--- config.mk ---
export PLATFORM = sky130hd
export DESIGN_NAME = x_pixel_filling
export DESIGN_NICKNAME = d
export VERILOG_FILES = /design/src/rtl/x_pixel_filling.sv
export SDC_FILE = /design/constraint.sdc
export NUM_CORES = 1
export LEC_CHECK = 0
export CAP_MARGIN = 20
export CORE_AREA = 2 2 121 123
export CTS_CLUSTER_DIAMETER = 150
export DETAILED_ROUTE_END_ITERATION = 10
export DIE_AREA = 0 0 123 125
export PLACE_DENSITY = 0.75
export REMOVE_ABC_BUFFERS = 1
export SYNTH_ARGS = -nofsm -noshare
export SYNTH_HDL_FRONTEND = slang
export SYNTH_SLANG_ARGS = --single-unit
--- constraint.sdc ---
create_clock -name clk_div_by_two -period 14.2 [get_ports clk_div_by_two]
set_clock_uncertainty 0.15 [all_clocks]
set_input_delay 2.13 -clock clk_div_by_two [delete_from_list [all_inputs] [get_ports clk_div_by_two]]
set_output_delay 2.13 -clock clk_div_by_two [all_outputs]
set_load 0.02 [all_outputs]
--- src/rtl/x_pixel_filling.sv ---
// Horizontal hole filling over rows 7..232 of the 320x240 frame RAM. A pixel whose left
// and right neighbours both hold 1 is rewritten as 1; otherwise its own value is written back.
module x_pixel_filling (
    input  logic        clk_div_by_two,
    input  logic        reset,
    input  logic        pause,
    input  logic        enable_x_pixel_filling,
    input  logic [31:0] data_read,
    output logic        wren,
    output logic [31:0] data_write,
    output logic [17:0] address,
    output logic        x_pixel_filling_done,
    output logic [2:0]  fsm_state
);

    typedef enum logic [2:0] {IDLE, INIT, RD_C, RD_R, RD_L, WRITE, NEXT, DONE} state_t;

    localparam logic [17:0] FIRST_P  = 18'd2240;   // row 7, column 0
    localparam logic [17:0] END_P    = 18'd74560;  // row 233, column 0
    localparam logic [8:0]  LAST_COL = 9'd319;
    localparam logic [31:0] FILL     = 32'd1;

    state_t      state, state_nxt;
    logic [17:0] p, p_nxt, p_inc, address_nxt;
    logic [8:0]  col, col_nxt;
    logic [31:0] center_px, center_nxt, right_px, right_nxt, left_px, left_nxt;
    logic [31:0] data_write_nxt;
    logic        wr_phase, wr_phase_nxt, wren_nxt, done_nxt;

    assign p_inc     = p + 18'd1;
    assign fsm_state = state;

    // All outputs are registered. RAM read data arrives one clock after the address is
    // visible, so every read address is set up one state ahead of the state capturing it;
    // WRITE spends one cycle taking the left pixel and one cycle presenting wren.
    always_comb begin
        state_nxt      = state;
        p_nxt          = p;
        col_nxt        = col;
        center_nxt     = center_px;
        right_nxt      = right_px;
        left_nxt       = left_px;
        wr_phase_nxt   = wr_phase;
        wren_nxt       = wren;
        data_write_nxt = data_write;
        address_nxt    = address;
        done_nxt       = x_pixel_filling_done;

        if (!enable_x_pixel_filling) begin
            state_nxt      = IDLE;
            wr_phase_nxt   = 1'b0;
            wren_nxt       = 1'b0;
            data_write_nxt = 32'd0;
            address_nxt    = 18'd0;
            done_nxt       = 1'b0;
        end else begin
            case (state)
                IDLE: state_nxt = INIT;
                INIT: begin
                    p_nxt       = FIRST_P;
                    col_nxt     = 9'd0;
                    address_nxt = FIRST_P;
                    wren_nxt    = 1'b0;
                    done_nxt    = 1'b0;
                    state_nxt   = NEXT;
                end
                RD_C: begin
                    address_nxt = p_inc;
                    state_nxt   = RD_R;
                end
                RD_R: begin
                    center_nxt  = data_read;
                    address_nxt = p - 18'd1;
                    state_nxt   = RD_L;
                end
                RD_L: begin
                    right_nxt   = data_read;
                    address_nxt = p;
                    state_nxt   = WRITE;
                end
                WRITE: begin
                    if (!wr_phase) begin
                        left_nxt       = data_read;
                        data_write_nxt = (data_read == FILL && right_px == FILL) ? FILL : center_px;
                        wren_nxt       = 1'b1;
                        wr_phase_nxt   = 1'b1;
                    end else begin
                        wren_nxt     = 1'b0;
                        wr_phase_nxt = 1'b0;
                        state_nxt    = NEXT;
                    end
                end
                NEXT: begin
                    wren_nxt = 1'b0;
                    p_nxt    = p_inc;
                    col_nxt  = (col == LAST_COL) ? 9'd0 : col + 9'd1;
                    if (p_inc == END_P) begin
                        address_nxt = 18'd0;
                        done_nxt    = 1'b1;
                        state_nxt   = DONE;
                    end else begin
                        address_nxt = p_inc;
                        // edge columns are skipped so a fill never wraps across rows
                        state_nxt   = (col_nxt == 9'd0 || col_nxt == LAST_COL) ? NEXT : RD_C;
                    end
                end
                DONE: begin
                    wren_nxt    = 1'b0;
                    address_nxt = 18'd0;
                    done_nxt    = 1'b1;
                end
                default: state_nxt = IDLE;
            endcase
        end
    end

    always_ff @(posedge clk_div_by_two or posedge reset) begin
        if (reset) begin
            state                <= IDLE;
            p                    <= 18'd0;
            col                  <= 9'd0;
            center_px            <= 32'd0;
            right_px             <= 32'd0;
            left_px              <= 32'd0;
            wr_phase             <= 1'b0;
            wren                 <= 1'b0;
            data_write           <= 32'd0;
            address              <= 18'd0;
            x_pixel_filling_done <= 1'b0;
        end else if (!pause) begin
            state                <= state_nxt;
            p                    <= p_nxt;
            col                  <= col_nxt;
            center_px            <= center_nxt;
            right_px             <= right_nxt;
            left_px              <= left_nxt;
            wr_phase             <= wr_phase_nxt;
            wren                 <= wren_nxt;
            data_write           <= data_write_nxt;
            address              <= address_nxt;
            x_pixel_filling_done <= done_nxt;
        end
    end

endmodule

==> metrics.log <==
INFO  metric outcome = completed
INFO  metric routed-via-count = approximately 6000
INFO  metric timing.slew.headroom = 30.9%
INFO  metric worst_pin_slew = 1040 ps
INFO  metric hpwl = 12200 um
INFO  metric synth.distinct_cells = 63
INFO  metric wire_per_inst = 18.5 um
INFO  metric drv_slew = 0
INFO  metric grt.total_usage = 24.9%
INFO  metric drtAntennaViolNets = 0
INFO  metric edff_count_synth = 0
INFO  metric worstHoldPathCells = 2
INFO  metric port_buffers = 90
INFO  metric synth.avg_cell_area = 9.73 um^2
INFO  metric synth_ff_type = sky130_fd_sc_hd__dfrtp_1
INFO  metric fin_worst_hold_slack = about 330 ps
INFO  metric drtIter0Drc = 617
INFO  metric ir_drop = 0.0907 mV
INFO  metric power.share.switching = between 20 and 30%
INFO  metric power.static_leakage = ~0.0038 uW
INFO  metric initial_utilization = 50.6%
INFO  metric tritoncts.num_buffers = 17
INFO  metric min_to = address[3]$_DFFE_PP0P_
INFO  metric grt_antenna_before_repair = 0
INFO  metric pwr_density_cell = around 150 nW/um^2
INFO  metric globalRoute.totalOverflow = 0
INFO  metric setup-violations-final = 0
INFO  metric max-clock-path-buffers = 2
INFO  metric clk_root_buffer_cell = sky130_fd_sc_hd__clkbuf_16
INFO  metric place.gp.congestion = 0.983
INFO  metric netlist.area_leader.share = between 50% and 60%
INFO  metric grt_setup_unrepaired = no
INFO  metric syn_to_final_growth = 22.9%
INFO  metric synth_seq_area_share = 51.2%
INFO  metric drt_drc_violations_left = 0
INFO  metric clock_tree.htree_level_count = 4
INFO  metric internal_power = 905 uW
INFO  metric post_cts_buffers = 0
INFO  metric clkPwrFrac = a little over a third
INFO  metric power_switching = 383 uW
INFO  metric cts-resized-gates = 0
INFO  metric timing.final.crit_share = 34.7%
INFO  metric timing.critical_path.arrival = 5110 ps
INFO  metric tritoncts = done
INFO  metric avgViaCountPerCell = 6.04
INFO  metric clock_sinks = 147
INFO  metric report.final.hold_viol_count = 0
INFO  metric drive_gt1_share = between 10% and 20%
INFO  metric timing.final.crit_period = 4920 ps
INFO  metric postSynth.asyncResetShare = 100%
INFO  metric worstSetupStartpointType = input pin
INFO  metric cp.required = approximately 14000 ps
INFO  metric die-width = 123 um
INFO  metric global_route_wire_length_before_repair = between 30000 and 40000 um
INFO  metric combinationalPowerShare = a little under a fifth
INFO  metric antenna_cells = 0
INFO  metric grt_pass1_vias = 5861
INFO  metric synth.largest_area_cell = sky130_fd_sc_hd__dfrtp_1
INFO  metric criticalPathCategory = input pin to flip-flop
INFO  metric boundaryPins = 91
INFO  metric ff2ff_path_depth = 6
INFO  metric fmaxAchievable = 203 MHz
INFO  metric post_cts_hold_buffer_count = 0
INFO  metric clock_latency_at_the_later_pin_of_the_worst_skew_pair = 430 ps
INFO  metric totalNegativeSetupSlack = 0 ps
INFO  metric max_cap_violation_count = 0
INFO  metric post_synth_instance_area = 7190 um^2
INFO  metric pin_count_of_the_biggest_net_entering_global_routing = about 80
INFO  metric timing.hold.worst.start = address[3]$_DFFE_PP0P_
INFO  metric hold_path.class = flip-flop to flip-flop
INFO  metric crit_fanout = 39
INFO  metric synth.ff_latch_count = 147
INFO  metric ys_warn_count = 0
INFO  metric crit_path_end_kind = flip-flop
INFO  metric power.sequential.fraction = 45.5%
INFO  metric detailedRoute.firstPassIterationCount = 6
INFO  metric timing.rr.end = address[13]$_DFFE_PP0P_
INFO  metric post_synth_main_area_contributors = sky130_fd_sc_hd__dfrtp_1 (51%), sky130_fd_sc_hd__nand2_1 (7.2%), sky130_fd_sc_hd__mux2_2 (5.0%), sky130_fd_sc_hd__o21ai_0 (4.0%), sky130_fd_sc_hd__a22o_1 (3.9%)
INFO  metric path_clk_slew = ~60 ps
INFO  metric syn_inst = 739
INFO  metric dieArea = between 15000 and 20000 um^2
INFO  metric placement_rows = 44
INFO  metric timing.reg2reg.setup_slack = 10530 ps
INFO  metric detail_route.wirelength = between 15000 and 20000 um
INFO  metric die_y = around 130 um
INFO  metric fin_nets = 844
INFO  metric crit-reg2reg-launch = fsm_state[0]$_DFFE_PP0P_
INFO  metric coreArea = 14200 um^2
-- synth_stat cells (all sizes together), types with 9 or more instances --
master  number
o21ai       61
nor3        12
dfrtp      147
xor2        13
nand4       13
xnor2       17
a22o        32
a21oi       24
nor2        37
a22oi        9
mux2        32
o31ai       10
nand2      138
nor4        29
clkbuf      36
buf         16
inv         14
nand3       17
-- placed cells by master (no fill, tap or decap), types with 3 or more instances in the layout --
cell type and n:
sky130_fd_sc_hd__a21oi_1 24, sky130_fd_sc_hd__a221oi_1 3, sky130_fd_sc_hd__a22o_1 32, sky130_fd_sc_hd__a22oi_1 9, sky130_fd_sc_hd__and2_1 3, sky130_fd_sc_hd__and3_1 7
sky130_fd_sc_hd__buf_4 6, sky130_fd_sc_hd__bufinv_16 3, sky130_fd_sc_hd__clkbuf_16 17, sky130_fd_sc_hd__clkdlybuf4s50_1 90, sky130_fd_sc_hd__clkinv_4 3, sky130_fd_sc_hd__clkinvlp_4 4
sky130_fd_sc_hd__dfrtp_1 147, sky130_fd_sc_hd__ha_1 4, sky130_fd_sc_hd__inv_1 12, sky130_fd_sc_hd__inv_6 4, sky130_fd_sc_hd__mux2_2 32, sky130_fd_sc_hd__mux2i_1 3
sky130_fd_sc_hd__nand2_1 138, sky130_fd_sc_hd__nand2b_1 4, sky130_fd_sc_hd__nand3_1 16, sky130_fd_sc_hd__nand4_1 12, sky130_fd_sc_hd__nor2_1 36, sky130_fd_sc_hd__nor2b_1 7
sky130_fd_sc_hd__nor3_1 11, sky130_fd_sc_hd__nor3b_1 3, sky130_fd_sc_hd__nor4_1 24, sky130_fd_sc_hd__nor4_2 4, sky130_fd_sc_hd__nor4b_1 3, sky130_fd_sc_hd__o211ai_1 6
sky130_fd_sc_hd__o21ai_0 57, sky130_fd_sc_hd__o21ai_1 4, sky130_fd_sc_hd__o22ai_1 5, sky130_fd_sc_hd__o31ai_1 10, sky130_fd_sc_hd__or3_1 4, sky130_fd_sc_hd__xnor2_1 17
sky130_fd_sc_hd__xor2_1 13
-- critical path: stages --
cell	delay (ps)
sky130_fd_sc_hd__clkdlybuf4s50_1	660
sky130_fd_sc_hd__nor2b_1	560
sky130_fd_sc_hd__nand3_2	920
sky130_fd_sc_hd__nor4_1	610
sky130_fd_sc_hd__a21oi_1	100
sky130_fd_sc_hd__o211ai_1	110
-- worst max path at each step --
stage | slack, ps | from | cells past startpoint | end
2_1_floorplan | 7970 | reset | 1 | address[0]$_DFFE_PP0P_
3_3_place_gp | 9100 | enable_x_pixel_filling | 6 | address[13]$_DFFE_PP0P_
3_5_place_dp | 8900 | enable_x_pixel_filling | 6 | address[13]$_DFFE_PP0P_
4_1_cts | 9310 | enable_x_pixel_filling | 6 | address[13]$_DFFE_PP0P_
5_1_grt | 9070 | enable_x_pixel_filling | 6 | address[16]$_DFFE_PP0P_
6_report | 9280 | enable_x_pixel_filling | 6 | address[13]$_DFFE_PP0P_
-- sequential cells by signal, indices dropped and copies added, names as in the netlist --
name and cells:
address 18, center_px 32, col 9, data_write 32, fsm_state 3, p 18, right_px 32, wr_phase 1
wren 1, x_pixel_filling_done 1
-- logic make-up (layout without fill, tap and decap cells) --
group	count (synthesis)	in the layout	share of synthesized area, %
simple gates	284	284	19.2
compound gates	173	173	16.0
flops	147	147	51.2
buf+inv	66	144	3.81
mux	35	35	5.43
xor+xnor	30	30	3.66
fa+ha+maj	4	4	0.696
-- power by group through the flow --
stage          registers, uW  clock network (uW)  logic, uW
6_report                 586                 467        236
5_1_grt                  597                 491        260
4_1_cts                  584                 472        234
3_5_place_dp             590                   0        231
3_3_place_gp             585                   0        221
2_1_floorplan            583                   0        141
-- final cells by class --
class / instances / area [um^2]
sequential: 147 / 3680
fill: 1103 / 5370
tap: 184 / 230
clock inverter: 13 / 173
multi-input combinational: 526 / 3250
inverter: 14 / 57.6
timing repair buffer: 98 / 1000
clock buffer: 19 / 443
-- per-stage QoR --
step           total power, uW  setup WS (ps)  cell area [um^2]  cells  utilization, %
6_report                  1290           9280              8830   1001            62.2
3_3_place_gp               806           9100              8160    967            57.5
3_5_place_dp               821           8900              8160    967            57.5
4_1_cts                   1290           9310              8780    999            61.8
2_1_floorplan              724           7970              6970    687               -
5_1_grt                   1350           9070              8830   1001            62.2
-- metal layers --
metal | vias to the layer above | track usage (%) | routed length, um
met3 | 48 | 4.70 | 1230
met5 | - | 0 | 0
li1 | 2780 | - | -
met4 | 0 | 9.22 | 442
met1 | 2944 | 34.2 | 7900
met2 | 274 | 39.4 | 8970
Note: power is estimated with default switching activity, not from simulation.
